==> src/rtl/down_sample_sched_pkg.sv <==
// Shared types for the down-sample schedule controller.
package down_sample_sched_pkg;
  localparam int CTRL_W = 16;

  typedef enum logic [1:0] {IDLE, RUN, DRAIN, DONE} sched_state_t;

  // Loop-index vector handed to a buffer port; element [0] is always zero.
  typedef logic [CTRL_W-1:0] ctrl_vars_t [4];

  // Pool window index carried through the delay lines.
  typedef struct packed {
    logic [CTRL_W-1:0] c;
    logic [CTRL_W-1:0] i;
    logic [CTRL_W-1:0] j;
  } pool_idx_t;
endpackage

==> src/rtl/down_sample_sched_delay.sv <==
// Fixed-depth shift line of {valid, pool_idx_t}; depth 0 is a wire.
// The whole line freezes under stall and the output strobe is suppressed
// for that cycle, so a stalled cycle delays the event instead of repeating it.
module down_sample_sched_delay
  import down_sample_sched_pkg::*;
#(
  parameter int DEPTH = 1
) (
  input  logic      clk,
  input  logic      rst_n,
  input  logic      flush,
  input  logic      stall,
  input  logic      in_vld,
  input  pool_idx_t in_idx,
  output logic      out_vld,
  output pool_idx_t out_idx,
  output logic      pend
);
  logic [DEPTH:0] vld_pipe;
  pool_idx_t      idx_pipe [DEPTH+1];

  assign vld_pipe[0] = in_vld;
  assign idx_pipe[0] = in_idx;

  generate
    if (DEPTH > 0) begin : g_line
      logic [DEPTH:1] vld_q;
      pool_idx_t      idx_q [1:DEPTH];

      // Advance one stage per non-stalled cycle; flush empties the line.
      always_ff @(posedge clk or negedge rst_n) begin
        if (!rst_n) begin
          vld_q <= '0;
          for (int i = 1; i <= DEPTH; i++) idx_q[i] <= '0;
        end else if (flush) begin
          vld_q <= '0;
          for (int i = 1; i <= DEPTH; i++) idx_q[i] <= '0;
        end else if (!stall) begin
          vld_q <= vld_pipe[DEPTH-1:0];
          for (int i = 1; i <= DEPTH; i++) idx_q[i] <= idx_pipe[i-1];
        end
      end

      assign vld_pipe[DEPTH:1] = vld_q;
      for (genvar g = 1; g <= DEPTH; g++) begin : g_idx
        assign idx_pipe[g] = idx_q[g];
      end
    end
  endgenerate

  // Entries that will still be inside the line after the next shift.
  always_comb begin
    pend = 1'b0;
    for (int i = 1; i < DEPTH; i++) pend = pend | vld_pipe[i];
  end

  assign out_vld = vld_pipe[DEPTH] & ~stall;
  assign out_idx = idx_pipe[DEPTH];
endmodule

==> src/rtl/down_sample_schedule_ctrl.sv <==
// Static schedule for the 2x2 average-pool pipeline: raster input writes,
// pool reads once each window completes, pool-result writes after compute.
module down_sample_schedule_ctrl
  import down_sample_sched_pkg::*;
#(
  parameter int IMG_W       = 64,
  parameter int IMG_H       = 64,
  parameter int CH          = 4,
  parameter int POOL_LAT    = 1,
  parameter int COMPUTE_LAT = 2
) (
  input  logic       clk,
  input  logic       rst_n,
  input  logic       flush,
  input  logic       start,
  input  logic       stall,
  output logic       in_wen,
  output ctrl_vars_t in_ctrl_vars,
  output logic       pool_ren,
  output ctrl_vars_t pool_ctrl_vars,
  output logic       pool_wen,
  output ctrl_vars_t pool_wr_ctrl_vars,
  output logic       out_ren,
  output logic       busy,
  output logic       done
);
  sched_state_t      state;
  logic [CTRL_W-1:0] c_q, y_q, x_q;
  logic              x_last, y_last, c_last;
  logic              issue, win;
  pool_idx_t         win_idx, rd_idx, wr_idx;
  logic              rd_vld, wr_vld, pend_rd, pend_wr;

  assign x_last = (x_q == CTRL_W'(IMG_W - 1));
  assign y_last = (y_q == CTRL_W'(IMG_H - 1));
  assign c_last = (c_q == CTRL_W'(CH - 1));

  // One input write per non-stalled RUN cycle, at the current raster indices.
  assign issue   = (state == RUN) && !stall;
  assign win     = issue && y_q[0] && x_q[0];
  assign win_idx = '{c: c_q, i: {1'b0, y_q[CTRL_W-1:1]}, j: {1'b0, x_q[CTRL_W-1:1]}};

  // Control FSM and raster counters; flush beats everything, stall freezes.
  always_ff @(posedge clk or negedge rst_n) begin
    if (!rst_n) begin
      state <= IDLE;
      c_q   <= '0;
      y_q   <= '0;
      x_q   <= '0;
    end else if (flush) begin
      state <= IDLE;
      c_q   <= '0;
      y_q   <= '0;
      x_q   <= '0;
    end else if (!stall) begin
      case (state)
        IDLE, DONE: if (start) begin
          state <= RUN;
          c_q   <= '0;
          y_q   <= '0;
          x_q   <= '0;
        end
        RUN: begin
          if (x_last) begin
            x_q <= '0;
            if (y_last) begin
              y_q <= '0;
              c_q <= c_last ? '0 : c_q + 1'b1;
            end else begin
              y_q <= y_q + 1'b1;
            end
          end else begin
            x_q <= x_q + 1'b1;
          end
          if (x_last && y_last && c_last) state <= DRAIN;
        end
        // Done once nothing would remain in either line after this edge.
        DRAIN: if (!pend_rd && !rd_vld && !pend_wr) state <= DONE;
        default: state <= IDLE;
      endcase
    end
  end

  down_sample_sched_delay #(.DEPTH(POOL_LAT)) u_rd_line (
    .clk(clk), .rst_n(rst_n), .flush(flush), .stall(stall),
    .in_vld(win), .in_idx(win_idx),
    .out_vld(rd_vld), .out_idx(rd_idx), .pend(pend_rd)
  );

  down_sample_sched_delay #(.DEPTH(COMPUTE_LAT)) u_wr_line (
    .clk(clk), .rst_n(rst_n), .flush(flush), .stall(stall),
    .in_vld(rd_vld), .in_idx(rd_idx),
    .out_vld(wr_vld), .out_idx(wr_idx), .pend(pend_wr)
  );

  assign in_wen   = issue;
  assign pool_ren = rd_vld;
  assign pool_wen = wr_vld;
  assign out_ren  = wr_vld;
  assign busy     = (state == RUN) || (state == DRAIN);
  assign done     = (state == DONE);

  // Index vectors read zero whenever their strobe is low.
  always_comb begin
    in_ctrl_vars[0]      = '0;
    in_ctrl_vars[1]      = issue ? c_q : '0;
    in_ctrl_vars[2]      = issue ? y_q : '0;
    in_ctrl_vars[3]      = issue ? x_q : '0;
    pool_ctrl_vars[0]    = '0;
    pool_ctrl_vars[1]    = rd_vld ? rd_idx.c : '0;
    pool_ctrl_vars[2]    = rd_vld ? rd_idx.i : '0;
    pool_ctrl_vars[3]    = rd_vld ? rd_idx.j : '0;
    pool_wr_ctrl_vars[0] = '0;
    pool_wr_ctrl_vars[1] = wr_vld ? wr_idx.c : '0;
    pool_wr_ctrl_vars[2] = wr_vld ? wr_idx.i : '0;
    pool_wr_ctrl_vars[3] = wr_vld ? wr_idx.j : '0;
  end
endmodule

==> config.mk <==
export PLATFORM = sky130hd
export DESIGN_NAME = down_sample_schedule_ctrl
export DESIGN_NICKNAME = d
export VERILOG_FILES = /design/src/rtl/down_sample_sched_pkg.sv /design/src/rtl/down_sample_sched_delay.sv /design/src/rtl/down_sample_schedule_ctrl.sv
export SDC_FILE = /design/constraint.sdc
export NUM_CORES = 1
export LEC_CHECK = 0
export ABC_AREA = 1
export ABC_CLOCK_PERIOD_IN_PS = 2300
export CORE_MARGIN = 3
export CORE_UTILIZATION = 52
export DETAILED_ROUTE_END_ITERATION = 12
export PLACE_DENSITY_LB_ADDON = 0.15
export REMOVE_ABC_BUFFERS = 1
export SYNTH_ARGS = -nofsm -noshare
export SYNTH_HDL_FRONTEND = slang
export SYNTH_SLANG_ARGS = --single-unit
==> constraint.sdc <==
create_clock -name clk -period 2.3 [get_ports clk]
set_input_delay 0.23 -clock clk [delete_from_list [all_inputs] [get_ports clk]]
set_output_delay 0.23 -clock clk [all_outputs]
set_load 0.005 [all_outputs]
Word-level counts from Yosys, hierarchy flattened

Index checks and enable logic that the tools add are counted.

Add/subtract/negate cells: 3
Bitwise logic cells: 3
Reductions and logical operators: 17
Equal/unequal tests: 12
Muxes and demuxes: 39

Operators by type and width:

| cell                                                 | count |
|---|---|
| two-way mux 16 bit                                   | 22 |
| two-way mux 96 bit                                   | 2 |
| two-way mux 48 bit                                   | 2 |
| case mux 16 bit (2 select lines)                     | 3 |
| adder 16 x 1 -> 16 bit, second input constant        | 3 |
| equality test 16 x 6 -> 1 bit, second input constant | 2 |
| equality test 16 x 2 -> 1 bit, second input constant | 1 |
| two-way mux 2 bit                                    | 7 |
| != test 3 bit, second input constant                 | 4 |
| AND reduction 4 bit                                  | 2 |
| logical AND 1 bit                                    | 6 |
| case mux 2 bit (3 select lines)                      | 1 |
| AND reduction 5 bit                                  | 1 |
| equality test 2 bit, second input constant           | 2 |
| zero test 1 bit                                      | 3 |
| != test 3 x 2 -> 1 bit, second input constant        | 1 |
| AND reduction 3 bit                                  | 1 |
| nonzero test 3 bit                                   | 1 |
| bitwise AND 1 bit                                    | 2 |
| equality test 2 x 1 -> 1 bit, second input constant  | 1 |
| zero test 2 bit                                      | 1 |
| two-way mux 1 bit                                    | 2 |
| != test 2 bit, second input constant                 | 1 |
| OR reduction 2 bit                                   | 1 |
| other kinds (2)                                      | 2 |

Register bits: 197
Input port bits: 5
Logic and storage cells: 89
Output and inout port bits: 198

Depth between registers and ports, before layout

Word-level depth: 8
Mapped depth: 12
Gate-level depth less buffers: 11

Hierarchy

From an unflattened synthesis, not the netlist that was laid out.

Cells, all modules: 1540
Area, all modules: 11066.9 sq um

Modules (own cells, without submodules):

| module                               | seq. area each (sq um) | cells each | area each (sq um) | instances |
|---|---|---|---|---|
| down_sample_schedule_ctrl            | 1251.2                 | 847        | 4873.4            | 1 |
| down_sample_sched_delay at u_wr_line | 2452.4                 | 475        | 4229.1            | 1 |
| down_sample_sched_delay at u_rd_line | 1226.2                 | 218        | 1964.4            | 1 |

Worst setup path after synthesis

Ideal clock, no wire load.

Path kind: reg2out
Start point: register state[1]
End point: output port in_ctrl_vars[0] (netlist name)
Path buffers: 2
Slack: 0.584 ns
Cell stages (with the launch flop): 9
Arrival time: 1.486 ns
Required time: 2.070 ns
Path through: dfrtp_1 inv_1 ha_1 inv_2 nor2_1 inv_1 buf_2 buf_1 nor2_1

RTL lines:

| element                | RTL line                        | source |
|---|---|---|
| start, declared        | down_sample_schedule_ctrl.sv:27 | `sched_state_t state;` |
| start signal, assigned | down_sample_schedule_ctrl.sv:46 | `state <= IDLE;` |
| start signal, assigned | down_sample_schedule_ctrl.sv:51 | `state <= IDLE;` |
| start signal, assigned | down_sample_schedule_ctrl.sv:58 | `state <= RUN;` |
| end, declared          | down_sample_schedule_ctrl.sv:18 | `output ctrl_vars_t in_ctrl_vars,` |

Worst setup path after layout

Start point: register state[1]
End point: output port busy

Cells in the longest elaborated chain, start to end: 2
Elaborated cells between the ends (all ways): 3
Classes of those cells: 2 x eq/ne; 1 x reduce/logical

Ends and longest elaborated chain:

| element                                                             | RTL line                         | source |
|---|---|---|
| equality test 2 x 1 -> 1 bit or equality test 2 bit (tied branches) | down_sample_schedule_ctrl.sv:100 | `assign busy = (state == RUN) \|\| (state == DRAIN);` |
| logical OR 1 bit (*)                                                | down_sample_schedule_ctrl.sv:100 |  |
| end, declared                                                       | down_sample_schedule_ctrl.sv:24  | `output logic busy,` |

Mark *: on every way between the ends. The rest lies on a longest branch, timed or not.

==> results.tsv <==
stage	metric	value	unit
floorplan	die height	142.1	um
worst_setup_path	Arr. time, crit path	2.00	ns
floorplan	die area	0.02020	mm^2
worst_setup_path	Setup CP Type	reg -> out	
layout	final instance area	0.01205	mm^2
synth	post-synth cell types	30	
timing	Hold Vio Cnt, Final	0	
global_route	largest net degree at the start of global routing	141	
timing	clock skew	0.005582	ns
clock_network	H-tree level count	4	
job	number of max-cap violations	0	
synth	Top FF cell, synth	dfrtp_1	
pwr	peak supply drop	0.5666	mV
detailed_routing	Final ANT Viol Nets	0	
timing	Slew headroom	0.5601	
layout	n_diodes	0	
floorplan	Rows	49	
timing	RSZ-0062 raised after global routing	false	
status	status	finished, final reports clean	
detailed_routing	via count	8202	
synth	Area contributors post-synth	dfrtp_1, nor2_1, o22ai_1, inv_1, nand2_1	
layout	Layout area overhead	25.08	%
synth	synthesized flop and latch total	191	
synth	number of synthesized flops with an enable pin	0	
layout	Filler Cell Count	1593	
synth	Yosys warnings	0	
floorplan	Starting Density	0.5327	
pwr	pwr dens	674.1	mW/mm^2
synth	Mapped Cells	1225	
pwr	P_sw	2.407	mW
clock_network	Skew-Pair Late Insertion Delay	0.43	ns
clock_network	Clock Tree Root	clkbuf_16	
synth	Post-Syn Area per Cell	7.865	um^2
timing	Slew @ Worst Pin	0.6599	ns
worst_setup_path	worst endpoint required time	2.07	ns
layout	Final nets	1378	
global_route	global-route wire length before repair	39090	um
detailed_routing	DRT iter0 DRCs	390	
layout	share of cells above drive strength 1	0.06522	
worst_hold_path	Worst Hold Class	in -> async	
clock_network	Worst-path clk slew	0.07	ns
placement	DP HPWL	16020	um
detailed_routing	WL final	23750	um
pwr	sw frac	0.2963	
clock_network	CTS tree	built	
synth	sequential area share after synthesis	0.4961	
clock_network	cts bufs inserted	17	
synth	largest area contributor in the netlist	dfrtp_1	
clock_network	buffer depth of the longest clock path	2	
detailed_routing	WL/cell	14.76	um
pwr	P_leak	5.637	nW
placement	IO buf count	150	
timing	hold_ws	0.3139	ns
detailed_routing	# DRC	0	
worst_setup_path	endpoint class of the critical path	output port	
timing	Final Cycle Share	0.9675	
synth	Post-Syn Area	0.009634	mm^2
floorplan	die outline width	142.1	um
timing	fin. max-slew vios	0	
global_route	overflow left after global routing	0	
clock_network	sinks on the clock net	191	
worst_setup_path	Critical Path Fanout Max	4	
timing	Max Freq	0.4494	GHz
synth	top cell type's share of synthesized area	0.4961	
detailed_routing	DRT Pass-1 Iters	5	
floorplan	floorplan core area	0.01809	mm^2
synth	synth cell count leaders	nor2_1, inv_1, dfrtp_1	
detailed_routing	DR vias/cell	5.098	
layout	Non-Filler Instances	1609	
pwr	Clock Power Share	0.394	
placement	GP Congestion	0.9105	
timing	Tmin final	2.225	ns
global_route	number of global-route vias before repair	7890	
placement	Placed Cells	1570	
timing	# setup viols final	0	
pwr	Comb pwr share	0.178	
pwr	power share of the sequential group	0.428	
worst_setup_path	Setup crit start kind	flip-flop	
synth	most frequent cell after synthesis	nor2_1	
global_route	initial antenna violation count	0	
floorplan	IO Count	203	
placement	dpl cell area	0.01129	mm^2
global_route	Tot GR Track Use	0.2380	
synth	FFs w/ async S/R, synth	1.000	
pwr	internal power	5.716	mW
-- worst paths after layout --
kind	startpoint	slack, ns	cells past startpoint	end
setup reg to reg	state[1]	0.17	9	x_q[8]
max in group asynchronous	rst_n	1.19	3	x_q[9]
setup / recovery	state[1]	0.07	5	busy
hold / removal	rst_n	0.31	2	u_wr_line.out_idx[1]
hold reg to reg	u_wr_line.g_line.idx_q[55]	0.52	2	u_wr_line.out_idx[7]
min in group clk	u_wr_line.g_line.idx_q[55]	0.52	2	u_wr_line.out_idx[7]
-- layout make-up --
cell class	instances	area [um^2]	share of cell area
Sequential cell	191	4780	0.3966
Multi-Input combinational cell	751	3582	0.2973
Timing Repair Buffer	182	1912	0.1587
Inverter	224	845.8	0.07019
Clock buffer	18	439.2	0.03644
Tap cell	229	286.5	0.02378
Clock inverter	14	205.2	0.01703
-- flip-flops by register name, summed over array words and instances (netlist names) --
name,cells
c_q,16
state,2
u_rd_line.g_line.vld_q,1
u_rd_line.out_idx,46
u_wr_line.g_line.idx_q,46
u_wr_line.g_line.vld_q,2
u_wr_line.out_idx,46
x_q,16
y_q,16
-- logic make-up (layout without fill, tap and decap cells) --
group           count (synthesis)  in the layout  share of synthesized area
compound gates                180            180                     0.1119
xor+xnor                       10             10                   0.009090
fa+ha+maj                       6              6                   0.007792
buf+inv                       334            438                     0.1553
flops                         191            191                     0.4961
other cells                     1             52                  0.0003892
simple gates                  503            503                     0.2194
-- per-stage QoR --
stage	TNS [ns]	power, mW	utilization	worst slack [ns]
2_1_floorplan	-102.59	4.267	-	-0.7242
3_3_place_gp	0	4.880	0.6244	0.1559
3_5_place_dp	0	4.896	0.6244	0.1130
4_1_cts	-0.03246	8.168	0.6624	-0.03246
5_1_grt	0	8.458	0.6663	0.01912
6_report	0	8.123	0.6663	0.07466
-- power by group through the flow --
stage	combinational, mW	clock [mW]	sequential (mW)
2_1_floorplan	0.728	0	3.54
3_3_place_gp	1.34	0	3.54
3_5_place_dp	1.35	0	3.54
4_1_cts	1.44	3.26	3.47
5_1_grt	1.59	3.39	3.48
6_report	1.45	3.20	3.48
-- cells in the final DEF, fill, tap and decap left out, types with 5 or more instances in the layout --
cell	n
nor2_1	233
inv_1	217
dfrtp_1	191
nand2_1	151
o22ai_1	140
clkdlybuf4s50_1	102
nand3_1	65
conb_1	52
o21ai_0	27
dlymetal6s2s_1	25
dlygate4sd2_1	22
nor3_1	20
buf_4	20
clkbuf_16	17
nand4_1	15
xor2_1	10
a21oi_1	10
buf_12	10
inv_2	5
nor2_4	5
ha_1	5
-- what timing repair did --
item / CTS / global route
hold buffers: 1 / 0
hold endpoints to repair: 47 / 0
gates cloned: 0 / 0
setup endpoints to repair: 47 / 25
buffers inserted: 5 / 1
gates resized for setup: 30 / 25
-- routing by layer --
layer | up-vias | wire [um] | track usage
met5 | - | 0 | 0
met4 | 0 | 566 | 0.09242
met3 | 37 | 986 | 0.03999
met2 | 223 | 11750 | 0.3935
met1 | 3875 | 10450 | 0.3155
li1 | 4067 | - | -
-- worst max-delay path, cell delays in order (launching register included) --
cell and delay, ns:
dfrtp_1 0.38, buf_4 0.14, buf_4 0.14, ha_1 0.33, inv_1 0.07, clkdlybuf4s50_1 0.52
Power figures use the tool's default switching activity.
